File: config.mk
export PLATFORM = sky130hd
export DESIGN_NAME = data_mem_arbiter
export DESIGN_NICKNAME = d
export VERILOG_FILES = /design/src/rtl/data_mem_arbiter.sv
export SDC_FILE = /design/constraint.sdc
export NUM_CORES = 1
export LEC_CHECK = 0
export BUFFER_PORTS_ARGS = -buffer_cell sky130_fd_sc_hd__buf_2
export CAP_MARGIN = 0
export CORE_ASPECT_RATIO = 1.2
export CORE_UTILIZATION = 31
export CTS_CLUSTER_SIZE = 14
export DETAILED_ROUTE_END_ITERATION = 6
export HOLD_SLACK_MARGIN = 0.05
export PLACE_DENSITY = 0.9
export SETUP_SLACK_MARGIN = 0.4
export SYNTH_ARGS = -nofsm -noshare
export SYNTH_HDL_FRONTEND = slang
export SYNTH_SLANG_ARGS = --single-unit
File: constraint.sdc
create_clock -name clk -period 2.5 [get_ports clk]
set_input_delay 0.25 -clock clk [delete_from_list [all_inputs] [get_ports clk]]
set_output_delay 0.25 -clock clk [all_outputs]
set_load 0.05 [all_outputs]
File: src/rtl/data_mem_arbiter.sv
// Round-robin arbiter sharing the single-port data memory between the core and host ports.
// Bounded bursts, a combinational grant, and read data routed back to its owner one cycle later.
module data_mem_arbiter #(
   parameter int unsigned ADDR_W    = 9,
   parameter int unsigned DATA_W    = 16,
   parameter int unsigned MAX_BURST = 4
) (
   input  logic              clk,
   input  logic              rst,
   input  logic              core_req,
   input  logic              core_we,
   input  logic [ADDR_W-1:0] core_addr,
   input  logic [DATA_W-1:0] core_wdata,
   output logic              core_gnt,
   output logic              core_stall,
   output logic              core_rvalid,
   output logic [DATA_W-1:0] core_rdata,
   input  logic              host_req,
   input  logic              host_we,
   input  logic [ADDR_W-1:0] host_addr,
   input  logic [DATA_W-1:0] host_wdata,
   output logic              host_gnt,
   output logic              host_rvalid,
   output logic [DATA_W-1:0] host_rdata,
   output logic [ADDR_W-1:0] mem_addr,
   output logic              mem_we,
   output logic [DATA_W-1:0] mem_wdata,
   input  logic [DATA_W-1:0] mem_rdata
);

   localparam int unsigned     CNT_W   = $clog2(MAX_BURST + 1);
   localparam logic [CNT_W-1:0] CNT_MAX = CNT_W'(MAX_BURST);
   localparam logic [CNT_W-1:0] CNT_ONE = CNT_W'(1);

   typedef enum logic [1:0] {
      OWN_IDLE = 2'd0,
      OWN_CORE = 2'd1,
      OWN_HOST = 2'd2
   } owner_e;

   owner_e           owner_q, owner_d;
   logic [CNT_W-1:0] cnt_q, cnt_d;
   logic             rd_core_q, rd_core_d;
   logic             rd_host_q, rd_host_d;

   always_ff @(posedge clk or posedge rst) begin
      if (rst) begin
         owner_q   <= OWN_IDLE;
         cnt_q     <= '0;
         rd_core_q <= 1'b0;
         rd_host_q <= 1'b0;
      end else begin
         owner_q   <= owner_d;
         cnt_q     <= cnt_d;
         rd_core_q <= rd_core_d;
         rd_host_q <= rd_host_d;
      end
   end

   always_comb begin
      core_gnt = 1'b0;
      host_gnt = 1'b0;
      if (core_req && host_req) begin
         // Contention: the current owner keeps the port until its burst count saturates.
         unique case (owner_q)
            OWN_CORE: begin
               if (cnt_q < CNT_MAX) core_gnt = 1'b1;
               else                 host_gnt = 1'b1;
            end
            OWN_HOST: begin
               if (cnt_q < CNT_MAX) host_gnt = 1'b1;
               else                 core_gnt = 1'b1;
            end
            default: core_gnt = 1'b1;
         endcase
      end else begin
         core_gnt = core_req;
         host_gnt = host_req;
      end
   end

   always_comb begin
      owner_d   = owner_q;
      cnt_d     = cnt_q;
      rd_core_d = core_gnt & ~core_we;
      rd_host_d = host_gnt & ~host_we;
      if (core_gnt) begin
         if (owner_q == OWN_CORE) begin
            cnt_d = (cnt_q == CNT_MAX) ? cnt_q : cnt_q + CNT_ONE;
         end else begin
            owner_d = OWN_CORE;
            cnt_d   = CNT_ONE;
         end
      end else if (host_gnt) begin
         if (owner_q == OWN_HOST) begin
            cnt_d = (cnt_q == CNT_MAX) ? cnt_q : cnt_q + CNT_ONE;
         end else begin
            owner_d = OWN_HOST;
            cnt_d   = CNT_ONE;
         end
      end else begin
         owner_d = OWN_IDLE;
         cnt_d   = '0;
      end
   end

   always_comb begin
      mem_addr  = '0;
      mem_we    = 1'b0;
      mem_wdata = '0;
      if (core_gnt) begin
         mem_addr  = core_addr;
         mem_we    = core_we;
         mem_wdata = core_wdata;
      end else if (host_gnt) begin
         mem_addr  = host_addr;
         mem_we    = host_we;
         mem_wdata = host_wdata;
      end
   end

   assign core_stall  = core_req & ~core_gnt;
   assign core_rvalid = rd_core_q;
   assign host_rvalid = rd_host_q;
   assign core_rdata  = rd_core_q ? mem_rdata : '0;
   assign host_rdata  = rd_host_q ? mem_rdata : '0;

endmodule

# --- Word-level counts from Yosys, hierarchy flattened ---
# Index checks and enable logic that the tools add are counted.
# Widths: inputs -> output; s select.
word_totals:
  in_bits: 72
  register_bits: 7
  wordCells: 42
  out_inout_bits: 63
classes:
  eq_ne: 5
  n_addsub: 1
  mux: 23
  reduce_logical: 2
  bitwise: 6
  n_lt_le_gt_ge: 1
op_table:
  columns: ["cell", "n"]
  rows:
  - ["$mux 16", 4]
  - ["$mux 9", 2]
  - ["$mux 3", 5]
  - ["$mux 2", 4]
  - ["$mux 1", 6]
  - ["$pmux 1 s2", 2]
  - ["$add 3x1->3 const B", 1]
  - ["$and 1x1->1", 3]
  - ["$eq 3x3->1 const B", 1]
  - ["$lt 3x3->1 const B", 1]
  - ["$ne 3x3->1 const B", 1]
  - ["$not 1->1", 3]
  - ["$eq 2x1->1 const B", 1]
  - ["$eq 2x2->1 const B", 1]
  - ["$ne 2x2->1 const B", 1]
  - ["$reduce_and 2->1", 1]
  - ["$logic_and 1x1->1", 1]

# --- Longest topological paths before layout ---
# Gate-level depths: netlist of the first run.
depth:
  depth_word: 6
  mapped_depth: 10
  ltp_nobuf: 8

# --- Worst setup path before layout of the first run ---
# OpenSTA, ideal clock, no wires.
synth_timing:
  path_kind: "reg-to-output"
  from: "reg owner_q[0]"
  to: "out mem_we"
  stages_incl_launch_ff: 9
  path_slack_ps: -344
  t_required_ps: 2250
  arrival_ps: 2594
  path_buffers: 1
  path_cell_list: "dfrtp_1 -> inv_1 -> ha_1 -> nor2b_1 -> nand2_1 -> nand2_1 -> inv_2 -> buf_2 -> o21ai_0"
synth_via:
  elab_cells_between_ends: 8
  classes_between: "eq/ne: 2; mux: 6"
synth_rtl:
  columns: ["item", "line_no", "rtl"]
  rows:
  - ["from (decl)", "41", "owner_e owner_q, owner_d;"]
  - ["from (signal assigned)", "53", "owner_q <= owner_d;"]
  - ["$eq 2x2->1 / $eq 2x1->1 (equally long branches)", "65", "unique case (owner_q)"]
  - ["$pmux 1 s2 (*)", "65", null]
  - ["$mux 1 (*)", "63", "if (core_req && host_req) begin"]
  - ["named net core_gnt", "14", "output logic core_gnt,"]
  - ["$mux 1 (*)", "111", "if (core_gnt) begin"]
  - ["to (decl)", "26", "output logic mem_we,"]
# Mark *: on every way through the listed nets, which the timed path passes. The rest lies on a longest branch.

# --- Worst setup path in the final report of the first run ---
layout_timing:
  from: "reg owner_q[1]"
  to: "out mem_wdata[4]"
layout_via:
  elab_chain_len: 5
  elab_cells_between_ends: 8
  classes_between: "eq/ne: 2; mux: 6"
layout_rtl:
  columns: ["item", "line_no", "rtl"]
  rows:
  - ["$eq 2x2->1 / $eq 2x1->1 (equally long branches)", "65", null]
  - ["$pmux 1 s2", "65", null]
  - ["$mux 1", "63", null]
  - ["$mux 16", "115", "end else if (host_gnt) begin"]
  - ["$mux 16 (*)", "111", null]
  - ["to (decl)", "27", "output logic [DATA_W-1:0] mem_wdata,"]
# Every way passes the cells marked *; elsewhere a longest branch is shown, timed or not.

==> run metrics, run 1 <==
MaxCap Viol Count=0; startpoint types=flop; Die H=63.7 um; clock-pin slew on the worst setup and hold paths=0.06 ns; Synth Instances=129; boundary pin count=135; Hold Crit Depth=2; largest net degree at the start of global routing=18; layout cells sized above 1=72.0%; Yosys cell types=26; Cell Chain, Critical Path=ha_4 > or4b_4 > o311ai_4 > and2_4 > buf_6 > clkbuf_16 > a22o_4 > buf_8; core region area=3030 sq um; Final Util=85.7%; vias post-DR=1763; Rows=22; Seq/Total Area, Yosys=17.8%; first-pass GRT wire length=8340 um; Final Hold Viols=0; Max Slew Vio Count=0; antenna violations before repair=0; status=finished with violations; Post-Layout Inst Area=2590 sq um; met3 Usage GRT=8.21%; Critical Path AT=2.37 ns; Crit Reg-Reg Startpoint=owner_q[0]; setup repair after global routing missed its margin=yes; synth warn=0; Hold EP=host_rvalid; HP Start=host_we; Post-Place Cells=295; DRT antenna net count=0; #FFs+latches synth=7; routed len/inst=20.0 um; Final setup viols=25; P&R area growth vs syn=164%; Synth Area in XOR/XNOR=0.892%; clk sinks=7; routed vias/inst=5.48; crit-path max cell delay=0.54 ns; synthesized cell area=982 sq um; Root Buffer=clkbuf_4; DRT Wirelength=6440 um; FILL cells=169; CTS tree=yes; crit path kind=reg -> out; CTS max path bufs=2; Fin Setup TNS=-2.31 ns; failing checks=setup timing; met2 usage=62.0%; hpwl dp=3390 um; largest family of logic cells by synthesized area=simple AND/OR/NAND/NOR gates; Hold WC Path Type=in -> reg; Worst path slowest cell=or4b_4; # H-tree levels=1; Slew headroom=75.5%; Critical Path RT=2.25 ns; CP Max Fanout=6; Peak supply drop=0.000571 V; multiplexer area fraction after synthesis=1.02%; Setup WS post-layout=-0.119 ns; PwrDens=631 nW/um^2; Final Net Count=363; most crowded layer after global routing=met2; placed cell areas=1910 sq um; path depth of the worst reg2reg path=8; simple-gate share of the synthesized area=34.3%; total CTS buffers=3; fin crit share=105%; leakage=1.41 nW; vias in the first global route=1752; final hold slack=0.163 ns; Starting Density=32.4%; syn_nets=205; syn avg cell area=7.61 sq um; Reg2Reg Capture Point=owner_q[1]; 1st-iter DRT viols=85; Synth Area in Compound Gates=29.3%; Remaining DRCs=0; diode count=0; GRT Total Usage=34.6%; Post-synth EDFFs=0; Worst Tran Pin Value=0.368 ns; met1 Use GR=31.6%; Crit. End Element=output port; worst-skew pair later-pin latency=0.27 ns; port bufs=134; r2r setup slk=0.55 ns; Die Width=53.4 um; final critical-path required period=2.62 ns; GRT Residual Overflow=0; ys async rst share=100%; synthesized-area fraction occupied by adder cells=5.10%; ys flop type=dfrtp_1; Max Clock Skew=0.00602 ns; fmax=382 MHz; gpl congestion=0.870; Pre-antenna DRT Iters=4; die area=3400 sq um; Non-Filler Instances=322
-- per-layer routing --
layer  up-vias  share of wire, %
met5         -                 0
met4         0               7.7
met3        45                10
met2       160                50
met1       789                32
li1        769                 -
-- critical path: cells and delay by family (launching register included) --
family,cells,cell delay (ns)
adders and majority gates,1,0.27
DFF,1,0.44
buffers and inverters,3,0.40
and+or+nand+nor,2,0.76
AOI/OAI and AO/OA,2,0.21
-- metrics by stage --
stage | worst slack (ns) | total power [W]
after global placement | 0.213 | 0.00106
after CTS | -0.0264 | 0.00145
after detailed placement | 0.133 | 0.00108
after global routing | -0.170 | 0.00169
after floorplan | 0.404 | 0.000867
final | -0.119 | 0.00164
-- cell type report --
| class | count | area, sq um | area share [%] |
|---|---|---|---|
| Multi-Input combinational cell | 104 | 1010 | 38.9 |
| Clock buffer | 4 | 26.3 | 1.01 |
| Timing Repair Buffer | 162 | 1290 | 49.6 |
| Sequential cell | 7 | 175 | 6.75 |
| Tap cell | 36 | 45.0 | 1.74 |
| Inverter | 9 | 50.0 | 1.93 |
-- Yosys cell counts (2+ instances only) --
library cell  count  area (sq um)
nor2_1            7          26.3
buf_2             2          10.0
nand2_1          13          48.8
buf_12            2          40.0
and2_1           33           206
nand3_1           3          15.0
nor3_1            2          10.0
dfrtp_1           7           175
ha_1              4          50.1
clkbuf_1          3          11.3
a22o_1           25           219
o21ai_0           3          15.0
nor2b_1           2          12.5
inv_1             8          30.0
a21oi_1           4          20.0
-- cell families after synthesis --
family,Yosys count
buffers and inverters,18
muxes,1
adders and majority gates,4
and+or+nand+nor,62
AOI/OAI and AO/OA,36
DFF,7
xor gates and xnor gates,1
-- registers in the layout (all words and copies together) (netlist names) --
name / flops
host_rvalid: 1
owner_q: 2
core_rvalid: 1
cnt_q: 3
-- power by group --
| group | total, W | internal [W] | switching, W |
|---|---|---|---|
| Clock | 0.000113 | 0.0000615 | 0.0000516 |
| Combinational | 0.00136 | 0.000602 | 0.000756 |
| Sequential | 0.000165 | 0.000133 | 0.0000321 |
-- worst max-delay path by stage --
stage                           from            end  slack [ns]
final                     owner_q[1]   mem_wdata[4]       -0.12
after global routing      owner_q[0]   mem_wdata[4]       -0.17
after CTS                 owner_q[0]  mem_wdata[15]       -0.03
after detailed placement  owner_q[1]  mem_wdata[15]        0.13
after global placement    owner_q[0]  mem_wdata[15]        0.21
after floorplan           owner_q[0]    mem_addr[0]        0.40
-- cells in the final DEF, fill, tap and decap left out, types with 3 or more instances in the layout --
cell,synthesis,final
buf_2,2,107
and2_1,33,32
a22o_4,0,25
buf_8,0,24
buf_4,1,16
nand2_1,13,8
nor2_1,7,7
dfrtp_1,7,7
inv_1,8,5
buf_6,1,5
buf_12,2,5
nand2_2,0,4
a21oi_1,4,4
nand3_1,3,3
clkbuf_4,0,3
-- timing repair --
item | 4_1_cts | 5_1_grt
hold buffers | 1 | 0
resized for setup | 90 | 21
hold endpoints to repair | 7 | 0
cloned | 2 | 2
setup endpoints to repair | 27 | 29
pin swaps | 5 | 8
setup buffers | 9 | 9
Note: power is estimated with default switching activity, not from simulation.
==> run 2: changes to the inputs <==
==> constraint.sdc (replaced) <==
create_clock -name clk -period 2.7 [get_ports clk]
set_input_delay 0.135 -clock clk [delete_from_list [all_inputs] [get_ports clk]]
set_output_delay 0.135 -clock clk [all_outputs]
set_load 0.05 [all_outputs]
==> run 2 against run 1 <==
Net effect: the flow now finishes without violations; register-to-register slack gained 0.43 ns; global-route usage shrank 8.8 points; via count shrank 15%; combinational power shrank 29%; die area is the same; setup slack gained 0.36 ns; cell count shrank 6.8%; critical path type unchanged; largest cell class unchanged.
==> run metrics, run 2 (synthesis gave the netlist of run 1 again) <==
Critical Path RT=2.57 ns (+0.32 ns); crit-path max cell delay=0.55 ns (about the same); clk sinks=7 (unchanged); Root Buffer=clkbuf_4; CTS tree=yes; Rows=22 (unchanged); Pre-antenna DRT Iters=4 (unchanged); met3 WL=522 um (-22%); Die H=63.7 um (unchanged); P&R area growth vs syn=112%; worst-skew pair later-pin latency=0.25 ns (-0.02 ns); MaxCap Viol Count=0 (unchanged); sequential share of power=12.8% (+2.7 points); largest net degree at the start of global routing=29 (+11); Final Hold Viols=0 (unchanged); Worst Tran Pin Value=0.419 ns (+0.0514 ns); CP startpoint=owner_q[0]; Final Net Count=341 (-6.1%); Crit Reg-Reg Startpoint=owner_q[0]; GRT Total Usage=25.8% (-8.8 points); status=completed; Worst path slowest cell=or4b_4; Largest Register=cnt_q; vias in the first global route=1322 (-25%); max reg flops=3 (unchanged); startpoint types=flop; routed len/inst=15.7 um (-21%); most frequent cells in the layout=108 x buf_2, 32 x and2_1, 15 x a22o_2, 12 x nand2_1, 12 x buf_6; top flop regs=cnt_q (3), owner_q (2); vias post-DR=1503 (-15%); setup repair after global routing missed its margin=yes; Net Sw Power=0.000650 W (-23%); fmax=407 MHz; gpl congestion=0.843 (-3.1%); switching part of the total=53.8% (+2.5 points); leakage=1.17 nW (-17%); most common cell after layout, fill and taps aside=buf_2; Hold WC Path Type=in -> reg; Peak supply drop=0.000525 V (-8.0%); final critical-path required period=2.45 ns; Critical Path AT=2.32 ns (-0.05 ns); layout cells sized above 1=65.2% (-6.9 points); 1st-iter DRT viols=36 (-58%); Combinational Power Share=79.5% (-3.5 points); Non-Filler Instances=300 (-6.8%); diode count=0 (unchanged); Max Slew Vio Count=0 (unchanged); FILL cells=259 (+53%); GRT Residual Overflow=0 (unchanged); clock-pin slew on the worst setup and hold paths=0.05 ns (about the same); routed vias/inst=5.01 (-8.5%); Max Clock Skew=0.00317 ns (-0.00285 ns); Die Width=53.4 um (unchanged); clock share of power=7.6% (+0.7 points); internal cell power=0.000558 W (-30%); DRT Wirelength=4710 um (-27%); first-pass GRT wire length=6500 um (-22%); crit path kind=reg -> out; die area=3400 sq um (unchanged); fin crit share=90.9%; boundary pin count=135 (unchanged); PwrDens=580 nW/um^2 (-8.1%); Slew headroom=72.1% (-3.4 points); met2 routed WL=2430 um (-24%); Fin Setup TNS=0 ns (+2.31 ns); port bufs=134 (unchanged); hpwl dp=3080 um (-9.1%); Cell Chain, Critical Path=inv_2 > ha_4 > or4b_4 > o311ai_4 > and2_4 > buf_12 > a22o_2 > buf_8; top routing layer in use=met4; Hold Crit Depth=2 (unchanged); Starting Density=32.4% (unchanged); antenna violations before repair=0 (unchanged); M1 WL=1690 um (-19%); r2r setup slk=0.98 ns (+0.43 ns); path depth of the worst reg2reg path=7 (-1); # H-tree levels=1 (unchanged); Post-Place Cells=291 (-1.4%); Final setup viols=0 (-100%); HP Start=host_we; core region area=3030 sq um (unchanged); Remaining DRCs=0 (unchanged); Crit. End Element=output port; CP Max Fanout=13 (+7); CTS max path bufs=2 (unchanged); total CTS buffers=3 (unchanged); DRT antenna net count=0 (unchanged)
==> run 2: cell count changes in the layout (fill, tap and decap cells not counted), moves of 3 or more <==
cell / before / now
a22o_2: 0 / 15
buf_6: 5 / 12
nand2_1: 8 / 12
a22o_4: 25 / 5
buf_8: 24 / 8
a22o_1: 0 / 5
nand2_2: 4 / 1
buf_4: 16 / 3
==> run 2: final timing paths <==
check | to
setup / recovery | mem_wdata[5]
hold / removal | host_rvalid
setup reg to reg | owner_q[1]
hold reg to reg | cnt_q[1]
max in group asynchronous | owner_q[0]
min in group asynchronous | cnt_q[2]
==> run 2: worst max-delay path, delay by kind of cell, from the launching register on <==
family	cells	cell delay (ns)
simple gates	2	0.79
compound gates	2	0.28
flops	1	0.44
fa+ha+maj	1	0.20
buf+inv	3	0.38
==> run 2: layer usage <==
layer | vias to the layer above | global-route usage [%]
li1 | 724 | -
met1 | 695 | 28.2
met2 | 75 | 42.7
met3 | 9 | 11.6
met4 | 0 | 8.88
met5 | - | 0
==> run 2: final cells by class <==
class / instances / area [sq um] / area share [%]
clock buffer: 4 / 26.3 / 1.26
inverter: 9 / 36.3 / 1.74
multi-input combinational: 104 / 813 / 39.0
sequential: 7 / 176 / 8.47
tap: 36 / 45.0 / 2.16
timing repair buffer: 140 / 986 / 47.3
==> run 2: what timing repair did <==
item / CTS / global route
hold buffers: 2 / 0
pin swaps: 3 / 1
gates resized for setup: 58 / 12
cloned: 1 / 0
setup buffers: 2 / 0
endpoints found under the setup margin: 26 / 27
endpoints found under the hold margin: 8 / 0
==> run 2: per-stage QoR <==
step	worst slack [ns]	hold WS (ns)	util, %	cell area (sq um)	total power (W)
after CTS	0.284	0.0506	67.4	2040	0.00116
after global placement	0.361	0.0714	57.1	1730	0.000908
final	0.245	0.0518	68.8	2080	0.00121
after global routing	0.191	0.0599	68.8	2080	0.00126
after floorplan	0.493	-0.0616	-	1010	0.000724
after detailed placement	0.279	0.0767	57.1	1730	0.000921
==> run 2: power by group through the flow <==
stage | Combinational, W | Clock [W] | Sequential [W]
after floorplan | 0.000576 | 0 | 0.000148
after global placement | 0.000761 | 0 | 0.000147
after detailed placement | 0.000772 | 0 | 0.000150
after CTS | 0.000918 | 0.0000942 | 0.000152
after global routing | 0.00101 | 0.0000987 | 0.000157
final | 0.000961 | 0.0000921 | 0.000155
==> run 3: changes to the inputs <==
Settings changed: MAX_ROUTING_LAYER from default to met4.
==> run 3 against run 2 <==
Net effect: global-route usage grew 0.68 points; count of clock-buffer cells in the layout did not move; clock skew down 0.0011 ns; via count unchanged; critical path type unchanged; clock power shrank 0.7%; highest routed layer unchanged.
==> run metrics, run 3 (synthesis gave the netlist of run 1 again) <==
top flop regs=cnt_q (3), owner_q (2); routed vias/inst=5.01 (unchanged); met2 routed WL=2430 um (about the same); diode count=0 (unchanged); CTS tree=yes; path depth of the worst reg2reg path=7 (unchanged); Post-Layout Inst Area=2080 sq um (unchanged); Critical Path AT=2.32 ns (about the same); most frequent cells in the layout=108 x buf_2, 32 x and2_1, 15 x a22o_2, 12 x nand2_1, 12 x buf_6; placed cell areas=1730 sq um (unchanged); antenna violations before repair=0 (unchanged); PwrDens=579 nW/um^2 (about the same); crit-path max cell delay=0.55 ns (about the same); startpoint types=flop; M1 WL=1720 um (+1.4%); pre-CTS setup slack=0.279 ns (unchanged); clock-pin slew on the worst setup and hold paths=0.05 ns (about the same); most common cell after layout, fill and taps aside=buf_2; Die Width=53.4 um (unchanged); Rows=22 (unchanged); Hold WC Path Type=in -> reg; MaxCap Viol Count=0 (unchanged); Die H=63.7 um (unchanged); fin crit share=90.9% (about the same); final critical-path required period=2.45 ns (+0.000100 ns); layout cells sized above 1=65.2% (unchanged); first-pass GRT wire length=6490 um (-0.20%); Final Hold Viols=0 (unchanged); Final setup viols=0 (unchanged); boundary pin count=135 (unchanged); largest net degree at the start of global routing=29 (unchanged); GRT Total Usage=26.5% (+0.68 points); Worst path slowest cell=or4b_4; Peak supply drop=0.000525 V (about the same); Cell Chain, Critical Path=inv_2 > ha_4 > or4b_4 > o311ai_4 > and2_4 > buf_12 > a22o_2 > buf_8; clk sinks=7 (unchanged); # H-tree levels=1 (unchanged); status=completed; Setup WS post-layout=0.245 ns (-0.000100 ns); Pre-antenna DRT Iters=4 (unchanged); leakage=1.17 nW (unchanged); max reg flops=3 (unchanged); Final Util=68.8% (unchanged); top routing layer in use=met4; DRT Wirelength=4700 um (-0.17%); Fin Setup TNS=0 ns (unchanged); CTS max path bufs=2 (unchanged); vias in the first global route=1325 (+0.23%); total CTS buffers=3 (unchanged); met3 WL=492 um (-5.7%); worst-skew pair later-pin latency=0.25 ns (about the same); routed len/inst=15.7 um (-0.17%); die area=3400 sq um (unchanged); Max Slew Vio Count=0 (unchanged); 1st-iter DRT viols=38 (+5.6%); P&R area growth vs syn=112% (unchanged); Final Net Count=341 (unchanged); port bufs=134 (unchanged); Non-Filler Instances=300 (unchanged); hpwl dp=3080 um (unchanged); Critical Path RT=2.57 ns (about the same); Hold Crit Depth=2 (unchanged); DRT antenna net count=0 (unchanged); crit path kind=reg -> out; GRT Residual Overflow=0 (unchanged); Root Buffer=clkbuf_4; Post-Place Cells=291 (unchanged); Starting Density=32.4% (unchanged); Largest Register=cnt_q; CP Max Fanout=13 (unchanged); Slew headroom=72.2% (+0.16 points); vias post-DR=1503 (unchanged); Crit. End Element=output port; Remaining DRCs=0 (unchanged); Worst Tran Pin Value=0.417 ns (-0.00241 ns); setup repair after global routing missed its margin=yes; core region area=3030 sq um (unchanged); Max Clock Skew=0.00202 ns (-0.00115 ns); gpl congestion=0.856 (+1.6%); fmax=407 MHz (about the same)
==> run 3: cell counts in the layout (fill, tap and decap cells not counted) <==
Identical to the previous run, type by type.
==> run 3: area by class of cell <==
cell class,count,area [sq um]
multi-input combinational,104,813
fill,259,945
inverter,9,36.3
timing repair buffer,140,986
tap,36,45.0
clock buffer,4,26.3
sequential,7,176
==> run 3: repair_timing <==
| action | 4_1_cts | 5_1_grt |
|---|---|---|
| gates cloned | 1 | 0 |
| buffers inserted | 2 | 0 |
| hold buffers | 2 | 0 |
| hold endpoints to repair | 8 | 0 |
| pin swaps | 3 | 1 |
| setup endpoints to repair | 26 | 27 |
| gates resized for setup | 58 | 12 |
==> run 3: path summary, 6_finish.rpt <==
check	startpoint	end	slack [ns]
worst max-delay path	owner_q[0]	mem_wdata[5]	0.25
worst min-delay path	host_we	host_rvalid	0.05
worst max register to register	owner_q[0]	owner_q[1]	0.98
worst min register to register	cnt_q[1]	cnt_q[1]	0.56
max in group asynchronous	rst	owner_q[0]	2.10
min in group asynchronous	rst	cnt_q[2]	0.37
==> run 3: per-stage QoR <==
step	hold slack, ns	power, W
2_1_floorplan	-0.0616	0.000724
3_3_place_gp	0.0714	0.000908
3_5_place_dp	0.0767	0.000921
4_1_cts	0.0506	0.00116
5_1_grt	0.0599	0.00126
6_report	0.0538	0.00121
==> run 3: report_power, final <==
| part | switching [W] | total (W) | internal, W |
|---|---|---|---|
| Combinational | 0.000583 | 0.000960 | 0.000377 |
| Clock | 0.0000353 | 0.0000915 | 0.0000562 |
| Sequential | 0.0000304 | 0.000155 | 0.000125 |
| Total | 0.000649 | 0.00121 | 0.000558 |
==> run 3: metal layers <==
layer | vias up | track usage [%]
met5 | - | -
met4 | 0 | 8.88
met3 | 9 | 10.6
met2 | 76 | 42.7
met1 | 694 | 28.8
li1 | 724 | -
==> run 3: critical path: cells and delay by family, from the launching register on <==
kind	cells	cell delay, ns
buf+inv	3	0.38
flops	1	0.44
fa+ha+maj	1	0.20
simple gates	2	0.79
compound gates	2	0.28
